--- src/rtl/sipo_frame_controller_if.sv ---
// rtl/sipo_frame_controller_if.sv - frame request, serial strobe, SIPO control and word handshake bundle
interface sipo_frame_controller_if #(
  parameter int WORDS_W = 8
);
  logic               start;
  logic [WORDS_W-1:0] frame_words;
  logic               bit_valid;
  logic               sipo_enable;
  logic               sipo_load;
  logic               word_valid;
  logic               word_ready;
  logic               word_last;
  logic               busy;
  logic               overrun;
  logic               timeout;

  // Controller side
  modport master (
    input  start, frame_words, bit_valid, word_ready,
    output sipo_enable, sipo_load, word_valid, word_last, busy, overrun, timeout
  );

  // Link front-end / word consumer side
  modport slave (
    output start, frame_words, bit_valid, word_ready,
    input  sipo_enable, sipo_load, word_valid, word_last, busy, overrun, timeout
  );
endinterface

--- src/rtl/sipo_frame_controller.sv ---
// rtl/sipo_frame_controller.sv - SIPO deserializer sequencer; idle abort enabled by SIPO_CTRL_TIMEOUT_EN
module sipo_frame_controller #(
  parameter int WIDTH   = 8,
  parameter int WORDS_W = 8,
  parameter int TIMEOUT = 16
) (
  input  logic                   clk,
  input  logic                   rst_n,
  sipo_frame_controller_if.master ctrl_if
);

  localparam int CNT_W = $clog2(WIDTH + 1);

  typedef enum logic [1:0] {
    ST_IDLE  = 2'd0,
    ST_SHIFT = 2'd1,
    ST_LOAD  = 2'd2
  } state_t;

  state_t             state_q, state_d;
  logic [CNT_W-1:0]   bit_cnt_q, bit_cnt_d;
  logic [WORDS_W-1:0] words_left_q, words_left_d;
  logic               word_valid_q, word_valid_d;
  logic               word_last_q, word_last_d;
  logic               overrun_q, overrun_d;
  logic               sipo_enable;
  logic               sipo_load;
  logic               slot_free;

`ifdef SIPO_CTRL_TIMEOUT_EN
  localparam int IDLE_W = $clog2(TIMEOUT + 1);
  logic [IDLE_W-1:0]  idle_cnt_q, idle_cnt_d;
  logic               timeout_q, timeout_d;
`endif

  // The output register is free if empty or being drained this cycle
  assign slot_free = !word_valid_q || ctrl_if.word_ready;

  // Next-state, counters and SIPO strobes
  always_comb begin
    state_d      = state_q;
    bit_cnt_d    = bit_cnt_q;
    words_left_d = words_left_q;
    word_valid_d = word_valid_q && !ctrl_if.word_ready;
    word_last_d  = word_last_q;
    overrun_d    = overrun_q;
    sipo_enable  = 1'b0;
    sipo_load    = 1'b0;
`ifdef SIPO_CTRL_TIMEOUT_EN
    idle_cnt_d   = idle_cnt_q;
    timeout_d    = timeout_q;
`endif

    unique case (state_q)
      ST_IDLE: begin
        if (ctrl_if.start) begin
          state_d      = ST_SHIFT;
          bit_cnt_d    = '0;
          words_left_d = (ctrl_if.frame_words == '0) ? WORDS_W'(1) : ctrl_if.frame_words;
          overrun_d    = 1'b0;
`ifdef SIPO_CTRL_TIMEOUT_EN
          idle_cnt_d   = '0;
          timeout_d    = 1'b0;
`endif
        end
      end

      ST_SHIFT: begin
        sipo_enable = ctrl_if.bit_valid;
        if (ctrl_if.bit_valid) begin
          bit_cnt_d = bit_cnt_q + CNT_W'(1);
          if (bit_cnt_q == CNT_W'(WIDTH - 1)) begin
            state_d = ST_LOAD;
          end
        end
`ifdef SIPO_CTRL_TIMEOUT_EN
        if (ctrl_if.bit_valid) begin
          idle_cnt_d = '0;
        end else if (idle_cnt_q == IDLE_W'(TIMEOUT - 1)) begin
          // Abandon the partial word; words already presented stay valid
          state_d    = ST_IDLE;
          bit_cnt_d  = '0;
          idle_cnt_d = '0;
          timeout_d  = 1'b1;
        end else begin
          idle_cnt_d = idle_cnt_q + IDLE_W'(1);
        end
`endif
      end

      ST_LOAD: begin
`ifdef SIPO_CTRL_TIMEOUT_EN
        idle_cnt_d = '0;
`endif
        if (slot_free) begin
          sipo_load    = 1'b1;
          word_valid_d = 1'b1;
          word_last_d  = (words_left_q == WORDS_W'(1));
          words_left_d = words_left_q - WORDS_W'(1);
          if (words_left_q == WORDS_W'(1)) begin
            state_d   = ST_IDLE;
            bit_cnt_d = '0;
          end else begin
            // SIPO loads its pre-shift contents, so shifting now loses nothing
            state_d     = ST_SHIFT;
            sipo_enable = ctrl_if.bit_valid;
            bit_cnt_d   = ctrl_if.bit_valid ? CNT_W'(1) : CNT_W'(0);
          end
        end else if (ctrl_if.bit_valid) begin
          overrun_d = 1'b1;
        end
      end

      default: begin
        state_d = ST_IDLE;
      end
    endcase
  end

  // State and sticky flag registers
  always_ff @(posedge clk or negedge rst_n) begin
    if (!rst_n) begin
      state_q      <= ST_IDLE;
      bit_cnt_q    <= '0;
      words_left_q <= '0;
      word_valid_q <= 1'b0;
      word_last_q  <= 1'b0;
      overrun_q    <= 1'b0;
    end else begin
      state_q      <= state_d;
      bit_cnt_q    <= bit_cnt_d;
      words_left_q <= words_left_d;
      word_valid_q <= word_valid_d;
      word_last_q  <= word_last_d;
      overrun_q    <= overrun_d;
    end
  end

`ifdef SIPO_CTRL_TIMEOUT_EN
  // Idle-cycle counter and timeout flag
  always_ff @(posedge clk or negedge rst_n) begin
    if (!rst_n) begin
      idle_cnt_q <= '0;
      timeout_q  <= 1'b0;
    end else begin
      idle_cnt_q <= idle_cnt_d;
      timeout_q  <= timeout_d;
    end
  end

  assign ctrl_if.timeout = timeout_q;
`else
  assign ctrl_if.timeout = 1'b0;
`endif

  assign ctrl_if.sipo_enable = sipo_enable;
  assign ctrl_if.sipo_load   = sipo_load;
  assign ctrl_if.word_valid  = word_valid_q;
  assign ctrl_if.word_last   = word_last_q;
  assign ctrl_if.busy        = (state_q != ST_IDLE);
  assign ctrl_if.overrun     = overrun_q;

endmodule

--- src/flat_wrapper.sv ---
// flat-port wrapper written by rule: the top's interface ports become plain ports
module sipo_frame_controller_flat 
#(
  parameter int WIDTH   = 8,
  parameter int WORDS_W = 8,
  parameter int TIMEOUT = 16
)
  (clk, rst_n, ctrl_if_start, ctrl_if_frame_words, ctrl_if_bit_valid, ctrl_if_word_ready, ctrl_if_sipo_enable, ctrl_if_sipo_load, ctrl_if_word_valid, ctrl_if_word_last, ctrl_if_busy, ctrl_if_overrun, ctrl_if_timeout);
  sipo_frame_controller_if #(.WORDS_W(WORDS_W)) ctrl_if_i ();
  input  logic clk;
  input  logic rst_n;
  input wire logic [$bits(ctrl_if_i.start)-1:0] ctrl_if_start;
  input wire logic [$bits(ctrl_if_i.frame_words)-1:0] ctrl_if_frame_words;
  input wire logic [$bits(ctrl_if_i.bit_valid)-1:0] ctrl_if_bit_valid;
  input wire logic [$bits(ctrl_if_i.word_ready)-1:0] ctrl_if_word_ready;
  output wire logic [$bits(ctrl_if_i.sipo_enable)-1:0] ctrl_if_sipo_enable;
  output wire logic [$bits(ctrl_if_i.sipo_load)-1:0] ctrl_if_sipo_load;
  output wire logic [$bits(ctrl_if_i.word_valid)-1:0] ctrl_if_word_valid;
  output wire logic [$bits(ctrl_if_i.word_last)-1:0] ctrl_if_word_last;
  output wire logic [$bits(ctrl_if_i.busy)-1:0] ctrl_if_busy;
  output wire logic [$bits(ctrl_if_i.overrun)-1:0] ctrl_if_overrun;
  output wire logic [$bits(ctrl_if_i.timeout)-1:0] ctrl_if_timeout;
  assign ctrl_if_i.start = ctrl_if_start;
  assign ctrl_if_i.frame_words = ctrl_if_frame_words;
  assign ctrl_if_i.bit_valid = ctrl_if_bit_valid;
  assign ctrl_if_i.word_ready = ctrl_if_word_ready;
  assign ctrl_if_sipo_enable = ctrl_if_i.sipo_enable;
  assign ctrl_if_sipo_load = ctrl_if_i.sipo_load;
  assign ctrl_if_word_valid = ctrl_if_i.word_valid;
  assign ctrl_if_word_last = ctrl_if_i.word_last;
  assign ctrl_if_busy = ctrl_if_i.busy;
  assign ctrl_if_overrun = ctrl_if_i.overrun;
  assign ctrl_if_timeout = ctrl_if_i.timeout;
  sipo_frame_controller #(.WIDTH(WIDTH), .WORDS_W(WORDS_W), .TIMEOUT(TIMEOUT)) u_core (.clk(clk), .rst_n(rst_n), .ctrl_if(ctrl_if_i));
endmodule
--- config.mk ---
export PLATFORM = sky130hd
export DESIGN_NAME = sipo_frame_controller_flat
export DESIGN_NICKNAME = d
export VERILOG_FILES = /design/src/rtl/sipo_frame_controller_if.sv /design/src/rtl/sipo_frame_controller.sv /design/src/flat_wrapper.sv
export SDC_FILE = /design/constraint.sdc
export NUM_CORES = 1
export LEC_CHECK = 0
export CAP_MARGIN = 20
export CORE_MARGIN = 2
export CORE_UTILIZATION = 51
export DETAILED_ROUTE_END_ITERATION = 6
export PLACE_DENSITY = 0.77
export SLEW_MARGIN = 20
export SYNTH_ARGS = -nofsm -noshare
export SYNTH_HDL_FRONTEND = slang
export SYNTH_SLANG_ARGS = --single-unit
--- constraint.sdc ---
create_clock -name clk -period 3.3 [get_ports clk]
set_input_delay 0.33 -clock clk [delete_from_list [all_inputs] [get_ports clk]]
set_output_delay 0.33 -clock clk [all_outputs]
set_load 0.05 [all_outputs]
## Word level (Yosys, flattened, before mapping)

Cells that the tools add are included.

| word-level totals | value |
|---|---|
| bits in registers | 17 |
| latch bits | 0 |
| RAM bits | 0 |
| memory bits (read-only) | 0 |
| input bits | 13 |
| output and inout bits | 7 |
| word-level logic and storage cells | 59 |
| memories kept | 0 |

| operators by class | value |
|---|---|
| add/subtract/negate cells | 2 |
| multipliers | 0 |
| div/mod/pow operators | 0 |
| order comparisons | 0 |
| equality and inequality tests | 10 |
| shifts and indexed selects | 0 |
| mux-type cells | 27 |
| bitwise operators | 0 |
| reductions and logical operators | 14 |

Operators with widths:

| operator | number |
|---|---|
| $mux 8 | 3 |
| $mux 4 | 4 |
| $pmux 8 s2 | 1 |
| $pmux 4 s3 | 1 |
| $reduce_and 4->1 | 3 |
| $mux 1 | 11 |
| $eq 8x1->1 const B | 1 |
| $logic_not 8->1 | 1 |
| $mux 2 | 4 |
| $ne 2x2->1 const B | 4 |
| $sub 8x1->8 const B | 1 |
| $pmux 2 s3 | 1 |
| $add 4x1->4 const B | 1 |
| $eq 4x3->1 const B | 1 |
| $ne 2x1->1 const B | 2 |
| $pmux 1 s2 | 2 |
| $reduce_bool 2->1 | 2 |
| $reduce_and 3->1 | 1 |
| $reduce_bool 3->1 | 1 |
| $eq 2x1->1 const B | 1 |
| $eq 2x2->1 const B | 1 |
| $logic_not 1->1 | 2 |
| $logic_not 2->1 | 1 |
| $reduce_and 2->1 | 1 |
| 2 further kinds | 2 |

## Depth between registers and ports, before layout

| logic depth | value |
|---|---|
| depth after elaboration | 4 |
| gate-level depth with buffers | 7 |
| mapped depth without buffers | 6 |

## Least setup slack after synthesis

No wires, ideal clock.

| timing | value |
|---|---|
| path kind | reg-to-output |
| start | register u_core.state_q[0] |
| end | output ctrl_if_sipo_enable |
| data arrival time | 1,792 ps |
| required time | 2,970 ps |
| setup slack | 1,178 ps |
| cell stages (with the launch flop) | 7 |
| buffers on the path | 2 |
| cell sequence | dfrtp_1 > inv_1 > ha_1 > buf_2 > buf_2 > a31oi_1 > nor2_1 |

| between the ends | value |
|---|---|
| word-level cells in the longest chain between the ends | 2 |
| elaborated cells between the ends (all ways) | 3 |

RTL lines:

| item | RTL line | text |
|---|---|---|
| start: declaration | sipo_frame_controller.sv:20 | `state_t state_q, state_d;` |
| start signal: assignment | sipo_frame_controller.sv:130 | `state_q <= state_d;` |
| $eq 2x2->1 / $eq 2x1->1 (equally long branches) | sipo_frame_controller.sv:54 | `unique case (state_q)` |
| $pmux 1 s2 * | sipo_frame_controller.sv:54 |  |
| end: declaration | flat_wrapper.sv:16 | `output wire logic [$bits(ctrl_if_i.sipo_enable)-1:0] ctrl_if_sipo_enable;` |

Every way passes the cells marked *; elsewhere a longest branch is shown, timed or not.

## Final worst setup path

Ends and elaborated chain as after synthesis.

==> results.txt <==
# IOs -> 20
Main synth FF type -> dfrtp_1
Worst-path clk slew -> 100 ps
register bit total from synthesis -> 17
maxcap violations -> 0
Post-synth EDFFs -> 0
Slew headroom -> 44.9%
Min-Delay Path Class -> input pin to asynchronous set/reset pin
final worst path period share -> 89.6%
Leak Pwr -> 0.639 nW
NumNets Final -> 170
postcts setup bufs -> 0
sequential area share after synthesis -> 35.5%
RSZ-0062 raised after global routing -> false
Tot Pwr -> 0.000885 W
syn_nets -> 151
num rows -> 17
post-synth top area cell -> dfrtp_1
Clk Tree Root Cell -> clkbuf_4
Reg-to-Reg Start -> u_core.state_q[0]
die height -> 52.5 um
CTS tree -> yes
commonest non-fill, non-tap cell in the layout -> clkdlybuf4s50_1
drt first pass iters -> 4
total wire length -> 2610 um
die width -> 52.5 um
Setup crit start kind -> flip-flop
clk_lat worst skew -> 300 ps
Slew @ Worst Pin -> 825 ps
CTS Hold Bufs -> 0
final slew viol count -> 0
# diodes -> 0
post_cts resized -> 0
total CTS buffers -> 3
pwr/cell area -> 634 mW/mm^2
total grt overflow -> 0
outcome -> completed
largest net degree at the start of global routing -> 22
clk buf depth -> 2
area of the die -> 0.00275 mm^2
Final TNS setup -> 0 ps
port bufs -> 18
Setup CP Type -> flip-flop to output pin
DPL Wire Length -> 1910 um
Synth Area per Inst -> 9.21 um^2
number of remaining DRC errors -> 0
YS warnings -> 0
post-DR wirelength/cell -> 14.8 um
minimum clock period -> 2960 ps
core area -> 0.00221 mm^2
FMAX -> 338 MHz
Routed Antenna Nets -> 0
first-pass GRT wire length -> 4640 um
H-tree levels -> 1
vias in the first global route -> 1,024
Iteration-0 DRC Markers -> 20
Cell Area, Synth -> 0.00120 mm^2
share of post-route cells with drive strength above 1 -> 6.76%
Crit path required time -> 2970 ps
ys async rst share -> 100%
clock sink total -> 17
setup violators final -> 0
largest fanout on the critical path -> 21
Via-to-Cell Ratio -> 5.79
clock skew -> 0.360 ps
all-layer global routing usage -> 22.9%
post-synthesis cell count -> 130
initial core utilization -> 54.1%
RePlAce Congestion -> 0.815
synth top area cells -> dfrtp_1 (36%), ha_1 (8.4%), mux2i_1 (5.9%)
initial antenna violation count -> 0
maximum vdd drop -> 0.000453 V
Worst Setup End Kind -> output pin
Crit path arrival time -> 2630 ps
Worst Setup SP -> u_core.state_q[0]
total number of vias -> 1,019
Area Growth Syn to Fin -> 16.6%
count of cell types in the netlist -> 39
commonest cells after routing, fill and taps aside -> clkdlybuf4s50_1 (18), dfrtp_1 (17), nand2_1 (14)
Synth top area share -> 35.5%
Final Hold Viols -> 0
-- synthesized netlist by cell type (2+ instances only) --
cell type / n
a221o_1: 2
nand2b_1: 2
ha_1: 8
nor3_1: 3
nand4_1: 2
o32ai_1: 3
buf_2: 2
or4_1: 2
nor3b_1: 2
nand2_1: 14
o21ai_0: 4
nor2_1: 11
nor4_1: 2
o31ai_1: 3
dfrtp_1: 17
a21oi_1: 4
a31oi_1: 2
nand3_1: 9
mux2i_1: 7
inv_1: 12
-- layout make-up --
type                       instances  area, um^2
clock buffer                       3        22.5
clock inverter                     1        5.00
fill                             201         816
inverter                          12        45.0
multi-input combinational         96         678
sequential                        17         425
tap                               28        35.0
timing repair buffer              19         185
-- sequential cells by signal, indices dropped and copies added, names as in the netlist --
signal,count
u_core.words_left_q,8
u_core.bit_cnt_q,4
u_core.state_q,2
u_core.ctrl_if.overrun,1
u_core.ctrl_if.word_last,1
u_core.ctrl_if.word_valid,1
-- critical path, cell delays in order, from the launching register on --
cell             delay (ps)
dfrtp_1                 440
inv_1                   110
ha_1                    660
a31oi_1                 160
nor2_1                  140
clkdlybuf4s50_1         810
-- metal layers --
| layer | track usage (%) | vias up | routed length [um] |
|---|---|---|---|
| li1 | - | 499 | - |
| met3 | 3.14 | 8 | 116 |
| met2 | 38.1 | 30 | 1280 |
| met5 | 0 | - | 0 |
| met1 | 29.1 | 482 | 1160 |
| met4 | 10.3 | 0 | 59 |
-- cells by family (layout without fill, tap and decap cells) --
family,Yosys count,after routing,synth area share [%]
AO/OA/AOI/OAI,22,22,13.2
AND/OR/NAND/NOR,58,58,28.9
flip-flops,17,17,35.5
buffers and inverters,17,35,7.84
adder cells (fa/ha/maj),8,8,8.36
other,1,1,0.313
multiplexers,7,7,5.85
-- power breakdown --
part / internal, W / switching (W)
registers: 0.000271 / 0.0000923
clock network: 0.0000452 / 0.0000715
logic: 0.000170 / 0.000235
-- through the flow --
stage	util, %	instances	setup WS (ps)	instance area [um^2]	hold WS (ps)
after CTS	62.9	175	344	1390	501
after global placement	61.7	171	784	1360	464
after detailed placement	61.7	171	698	1360	489
final	63.1	176	342	1400	494
after global routing	63.1	176	153	1400	539
after floorplan	-	130	1180	1200	34.4
-- worst paths after layout --
| check | endpoint | slack, ps | depth (start not counted) |
|---|---|---|---|
| worst max-delay path | ctrl_if_sipo_enable | 340 | 5 |
| worst min-delay path | u_core.words_left_q[0] | 490 | 1 |
| worst max register to register | u_core.words_left_q[5] | 650 | 7 |
| worst min register to register | u_core.ctrl_if.word_last | 510 | 2 |
| max in group asynchronous | u_core.bit_cnt_q[3] | 2300 | 1 |
| min in group clk | u_core.ctrl_if.word_last | 510 | 2 |
(Power assumes the default switching activity.)
